--- config.mk ---
export PLATFORM = sky130hd
export DESIGN_NAME = sd_cmd_transceiver
export DESIGN_NICKNAME = d
export VERILOG_FILES = /design/src/rtl/sd_cmd_transceiver.sv
export SDC_FILE = /design/constraint.sdc
export NUM_CORES = 1
export LEC_CHECK = 0
export CAP_MARGIN = 30
export CORE_ASPECT_RATIO = 1.5
export CORE_MARGIN = 5
export CORE_UTILIZATION = 33
export DETAILED_ROUTE_END_ITERATION = 7
export PLACE_DENSITY = 0.5
export SYNTH_ARGS = -nofsm -noshare
export SYNTH_HDL_FRONTEND = slang
export SYNTH_SLANG_ARGS = --single-unit
--- constraint.sdc ---
create_clock -name clk -period 3.96 [get_ports clk]
set_input_delay 0.792 -clock clk [delete_from_list [all_inputs] [get_ports clk]]
set_output_delay 0.792 -clock clk [all_outputs]
set_load 0.005 [all_outputs]
--- src/rtl/sd_cmd_transceiver.sv ---
// SPI-mode SD command engine: shifts out one 48-bit command frame on DI, then
// hunts for and captures an R1 (8-bit) or R3/R7 (40-bit) response from DO.
module sd_cmd_transceiver (
    input  logic        clk,
    input  logic        reset,
    input  logic [5:0]  index,
    input  logic [31:0] argument,
    input  logic        isStart,
    output logic        isBusy,
    output logic        isFinish,
    output logic        timeout,
    output logic [39:0] response,
    output logic        DI,
    input  logic        DO
);

    localparam logic [2:0] S_IDLE = 3'd0;
    localparam logic [2:0] S_SEND = 3'd1;
    localparam logic [2:0] S_WAIT = 3'd2;
    localparam logic [2:0] S_RECV = 3'd3;
    localparam logic [2:0] S_DONE = 3'd4;

    logic [2:0]  state;
    logic [5:0]  cmd_idx;
    logic [31:0] cmd_arg;
    logic        long_rsp;
    logic [5:0]  bit_cnt;
    logic [6:0]  hi_cnt;
    logic [39:0] rx_sh;
    logic [6:0]  crc;
    logic [47:0] frame;

    function automatic logic [6:0] crc7(input logic [39:0] d);
        logic [6:0] c;
        logic       fb;
        c = 7'd0;
        for (int i = 39; i >= 0; i--) begin
            fb = c[6] ^ d[i];
            c  = {c[5:0], 1'b0} ^ (fb ? 7'h09 : 7'h00);
        end
        return c;
    endfunction

    assign crc   = crc7({2'b01, cmd_idx, cmd_arg});
    assign frame = {2'b01, cmd_idx, cmd_arg, crc, 1'b1};

    assign isBusy   = (state == S_SEND) || (state == S_WAIT) || (state == S_RECV);
    assign isFinish = (state == S_DONE);
    // bit_cnt walks 47..0 during SEND, so the frame MSB leads
    assign DI       = (state == S_SEND) ? frame[bit_cnt] : 1'b1;

    always_ff @(posedge clk) begin
        if (reset) begin
            state    <= S_IDLE;
            timeout  <= 1'b0;
            response <= 40'd0;
            cmd_idx  <= 6'd0;
            cmd_arg  <= 32'd0;
            long_rsp <= 1'b0;
            bit_cnt  <= 6'd0;
            hi_cnt   <= 7'd0;
            rx_sh    <= 40'd0;
        end else begin
            case (state)
                S_IDLE: begin
                    if (isStart) begin
                        cmd_idx  <= index;
                        cmd_arg  <= argument;
                        long_rsp <= (index == 6'd8) || (index == 6'd58);
                        timeout  <= 1'b0;
                        bit_cnt  <= 6'd47;
                        state    <= S_SEND;
                    end
                end
                S_SEND: begin
                    if (bit_cnt == 6'd0) begin
                        hi_cnt <= 7'd0;
                        state  <= S_WAIT;
                    end else begin
                        bit_cnt <= bit_cnt - 6'd1;
                    end
                end
                S_WAIT: begin
                    if (!DO) begin
                        // MSB is the 0 just seen; count the remaining bits
                        rx_sh   <= 40'd0;
                        bit_cnt <= long_rsp ? 6'd38 : 6'd6;
                        state   <= S_RECV;
                    end else if (hi_cnt == 7'd127) begin
                        response <= 40'hFF_FFFF_FFFF;
                        timeout  <= 1'b1;
                        state    <= S_DONE;
                    end else begin
                        hi_cnt <= hi_cnt + 7'd1;
                    end
                end
                S_RECV: begin
                    rx_sh <= {rx_sh[38:0], DO};
                    if (bit_cnt == 6'd0) begin
                        response <= {rx_sh[38:0], DO};
                        state    <= S_DONE;
                    end else begin
                        bit_cnt <= bit_cnt - 6'd1;
                    end
                end
                S_DONE: begin
                    if (!isStart) state <= S_IDLE;
                end
                default: state <= S_IDLE;
            endcase
        end
    end

endmodule

Word level (Yosys, flattened, before mapping):

Index checks and enable logic that the tools add are counted.
Widths: inputs -> output; s select.

* $add $sub $neg: 2
* order comparisons: 1
* bitwise logic cells: 75
* reduce and logical (&&, ||, !) cells: 17
* eq/ne operators: 17
* muxes and demuxes: 67

Operators with widths (count)
* $xor 7x4->7: 36
* $mux 4: 38
* $mux 40: 3
* $pmux 40 s2: 1
* $pmux 39 s2: 1
* $mux 39: 1
* $xor 1x1->1: 35
* $mux 6: 4
* $mux 7: 3
* $mux 3: 6
* $pmux 6 s3: 1
* $reduce_and 4->1: 4
* $pmux 3 s5: 1
* $pmux 7 s2: 1
* $ne 2x2->1 const B: 6
* $add 7x1->7 const B: 1
* $eq 7x7->1 const B: 1
* $lt 6x7->1 const B: 1
* $bmux 1 s6: 1
* $eq 3x2->1 const B: 2
* $eq 6x4->1 const B: 1
* $eq 6x6->1 const B: 1
* $logic_not 6->1: 1
* $ne 2x1->1 const B: 3
* other kinds (16): 26

* bits of input ports: 42
* logic and storage cells: 188
* register bits after elaboration: 135

Depth between registers and ports, before layout:

* depth in word-level cells: 112
* mapped depth: 11

Least setup slack after synthesis:

Ideal clock, no wire load.

* path type: register to output
* start point: register cmd_idx[2]
* end point: output port DI
* path slack: 0.471 ns
* stages on the path, launching flop included: 9
* path buffers: 0
* data arrival time: 2.697 ns
* path through: dfxtp_1 xor2_2 xnor3_1 xnor3_2 xor3_2 xnor3_1 or3b_1 o211ai_2 o211ai_2

* longest elaborated chain between the ends: 56
* elaborated cells on any way between the ends: 90
* classes of those cells: mux (29); bitwise (61)

Ends and longest elaborated chain
* from (decl): line 24 `logic [5:0] cmd_idx;`
* from (signal assigned): line 67 `cmd_idx <= index;`
* $xor 1x1->1: line 38 `fb = c[6] ^ d[i];`
* $mux 4: line 39 `c = {c[5:0], 1'b0} ^ (fb ? 7'h09 : 7'h00);`
* $xor 7x4->7 (4 in series): line 39
* $xor 1x1->1: line 38
* $mux 4: line 39
* $xor 7x4->7 (4 in series): line 39
* $xor 1x1->1: line 38
* $mux 4: line 39
* (+29 left out)
* $mux 4: line 39
* $xor 7x4->7 (4 in series): line 39
* $xor 1x1->1: line 38
* $mux 4: line 39
* $xor 7x4->7 (3 in series): line 39
* $bmux 1 s6 *: line 50 `assign DI = (state == S_SEND) ? frame[bit_cnt] : 1'b1;`
* $mux 1 (implied by the code) *: line 50
* $mux 1 *: line 50
* to (decl): line 13 `output logic DI,`

Mark *: on every way between the ends. The rest lies on a longest branch, timed or not. The select of a mux whose other input is x is not followed.

Worst setup path in the final report:

* start point: register cmd_arg[28]
* end point: output port DI

* longest elaborated chain between the ends: 48
* elaborated cells on any way between the ends: 72
* classes of those cells: mux (23); bitwise (49)

Ends and longest elaborated chain
* from (decl): line 25 `logic [31:0] cmd_arg;`
* from (signal assigned): line 68 `cmd_arg <= argument;`
* $xor 1x1->1: line 38
* $mux 4: line 39
* $xor 7x4->7 (4 in series): line 39
* $xor 1x1->1: line 38
* $mux 4: line 39
* $xor 7x4->7 (4 in series): line 39
* $xor 1x1->1: line 38
* $mux 4: line 39
* (+23 left out)
* $mux 4: line 39
* $xor 7x4->7 (4 in series): line 39
* $xor 1x1->1: line 38
* $mux 4: line 39
* $xor 7x4->7: line 39
* $bmux 1 s6 *: line 50
* $mux 1 (implied by the code) *: line 50
* $mux 1 *: line 50

Marks and branches as above.

==> flow_metrics.py <==
metrics = {
    "power_and_ir_drop": {
        "cellPowerDensity_nw_per_um2": 663,
        "max-vdd-ir-drop_mv": 0.394,
        "power_mw": 5.57,
        "power.combinational.fraction_pct": 45.0,
        "switching_share_pct": 32.6,
        "seqPwrFrac_pct": 27.7,
        "power.internal_mw": 3.76,
        "p_clk_share_pct": 27.3,
        "p_leak_nw": 3.19,
        "p_sw_mw": 1.81,
    },
    "timing": {
        "holdWs_ns": 0.465,
        "rsz0062_at_grt": "true",
        "setup_viol": 0,
        "final.setup.tns_ns": 0,
        "period_needed_ns": 3.92,
        "finClkSkew_ns": 0.0108,
        "fmax_ghz": 0.255,
        "hold_viol": 0,
        "worst_pin_slew_ns": 0.932,
        "period_share_pct": 99.1,
        "relSlewSlack_pct": 37.9,
        "finalMaxSlewViolations": 0,
    },
    "worst_setup_path": {
        "cp-start-kind": "register",
        "path_max_fanout": 2,
        "path_class": "reg -> out",
        "cp.required_ns": 3.17,
        "worstPathArrival_ns": 3.13,
        "end_kind": "output pin",
        "reg2reg_depth": 9,
    },
    "layout": {
        "syn_to_final_growth_pct": 31.5,
        "num-fill-cells": 1900,
        "final_cell_mix": "nor2_1, dfxtp_1, nand2_1",
        "layout_commonest_cell": "nor2_1",
        "final_util_pct": 44.0,
        "stdcell_area_sq_um": 8400,
        "antenna_cells": 0,
        "final_nets": 852,
        "drive_gt1_share_pct": 14.9,
    },
    "clock_tree": {
        "cts_made_buffers": 17,
        "clock_latency_ns": 0.42,
        "cts-root-buf": "clkbuf_16",
        "h-tree-depth": 4,
        "cts_num_sinks": 135,
        "path_clk_slew_ns": 0.06,
        "cts_buffer_depth": 2,
        "cts_tree": "yes",
        "cts_hold_buffers": 0,
    },
    "logic_synthesis": {
        "synth.cell_area_sq_um": 6390,
        "ys_seq_elements": 135,
        "syn_nets": 759,
        "yosys_warnings": 0,
        "synth_edf_count": 0,
        "async_flop_share_pct": 0,
        "yosysSeqAreaShare_pct": 42.3,
        "synth_cells": 714,
        "post_synth_num_cell_types": 52,
        "synth_area_per_cell_sq_um": 8.95,
        "ys_dominant_reg_cell": "dfxtp_1",
    },
    "floorplanning": {
        "die-width_microns": 124,
        "dieArea_sq_um": 22300,
        "coreArea_sq_um": 19100,
        "initial_core_util_pct": 33.5,
        "die_h_microns": 180,
        "rows": 62,
        "ios": 86,
    },
    "global_route": {
        "grt.overflow.total": 0,
        "grt_max_degree": 87,
        "grt_pass1_wl_microns": 28500,
        "track_usage_pct": 16.2,
        "grt_pass1_vias": 5511,
        "antenna_found_initial": 0,
    },
    "route": {
        "vias_per_cell": 4.88,
        "drt_iter0_markers": 214,
        "drt_first_pass_iters": 4,
        "wl_per_cell_microns": 16.0,
        "drc_errors": 0,
        "wirelength_microns": 17300,
        "final_antenna_net_count": 0,
        "via_count": 5255,
    },
    "placement": {
        "place.gp.congestion": 0.850,
        "port_buffers": 85,
        "dp_hpwl_microns": 12300,
        "dpl-instance-area_sq_um": 7680,
    },
    "worst_hold_path": {
        "hold_depth": 2,
        "hold_path_class": "reg -> reg",
    },
    "flow_run": {
        "cap_violations": 0,
    },
    "run_status": {
        "status": "complete, no violations",
    },
}
[power by group through the flow]
stage	sequential [mW]	combinational, mW	clock, mW
final	1.55	2.51	1.52
after floorplan	1.52	1.83	0
after CTS	1.55	2.48	1.56
after detailed placement	1.57	2.34	0
after global routing	1.56	2.71	1.61
after global placement	1.57	2.33	0
[worst paths after layout]
kind,start,end,slack (ns)
worst max register to register,hi_cnt[0],hi_cnt[5],1.23
worst max-delay path,cmd_arg[28],DI,0.04
worst min-delay path,long_rsp,long_rsp,0.46
worst min register to register,long_rsp,long_rsp,0.46
[area by class of cell]
type	count	area (sq um)	share of cell area [%]
inverters	4	15.0	0.179
flip-flops and latches	135	2710	32.2
multi-input cells	520	3590	42.8
clock buffers	19	453	5.39
well taps	256	320	3.81
repair buffers	129	1190	14.2
clock inverters	13	119	1.41
[critical path, stage by stage (launching register included)]
cell      delay (ns)
dfxtp_2         0.33
xnor3_2         0.45
xor2_2          0.17
buf_6           0.14
xnor2_4         0.17
xnor3_1         0.37
xnor3_1         0.34
or3b_1          0.40
o211ai_2        0.09
o211ai_2        0.11
buf_2           0.15
[logic make-up after synthesis]
group,Yosys count,share of synthesized area (%)
buffers and inverters,59,3.47
flip-flops,135,42.3
adder cells (fa/ha/maj),3,0.588
XOR/XNOR,76,15.8
multiplexers,17,4.45
AO/OA/AOI/OAI,151,15.8
AND/OR/NAND/NOR,273,17.6
[repair_timing]
item,CTS,global route
setup buffers,4,0
setup endpoints to repair,1,1
gates resized for setup,24,5
pin swaps,22,3
[metrics by stage]
| step | instances | worst slack (ns) |
|---|---|---|
| 2_1_floorplan | 714 | 0.471 |
| 6_report | 1076 | 0.0363 |
| 4_1_cts | 1076 | 0.00114 |
| 3_3_place_gp | 1040 | -0.0872 |
| 5_1_grt | 1076 | -0.119 |
| 3_5_place_dp | 1040 | -0.0770 |
[cell usage after synthesis, drive strengths merged, types with 6 or more instances]
library cell,n,area [sq um]
nor2,142,533
dfxtp,135,2700
nand2,91,342
clkbuf,51,191
a21oi,47,235
a211oi,41,308
a22oi,39,293
xnor2,38,359
xor2,17,164
xnor3,15,340
nor3,11,55.1
mux4,9,203
o21ai,8,40.0
mux2i,7,70.1
xor3,6,144
[sequential cells by signal, indices dropped and copies added, names as in the netlist]
register / count
rx_sh: 39
cmd_idx: 6
timeout: 1
state: 3
bit_cnt: 6
hi_cnt: 7
cmd_arg: 32
long_rsp: 1
response: 40
[metal layers]
layer  track usage, %  up-vias  part of all wire [%]  wire length (microns)
li1                 -     2637                     -                      -
met1             18.5     2504                    40                   6980
met2             29.1       90                    55                   9420
met3             3.27       24                   2.7                    458
met4             6.08        0                   2.4                    406
met5                0        -                     0                      0
(Power assumes the default switching activity.)
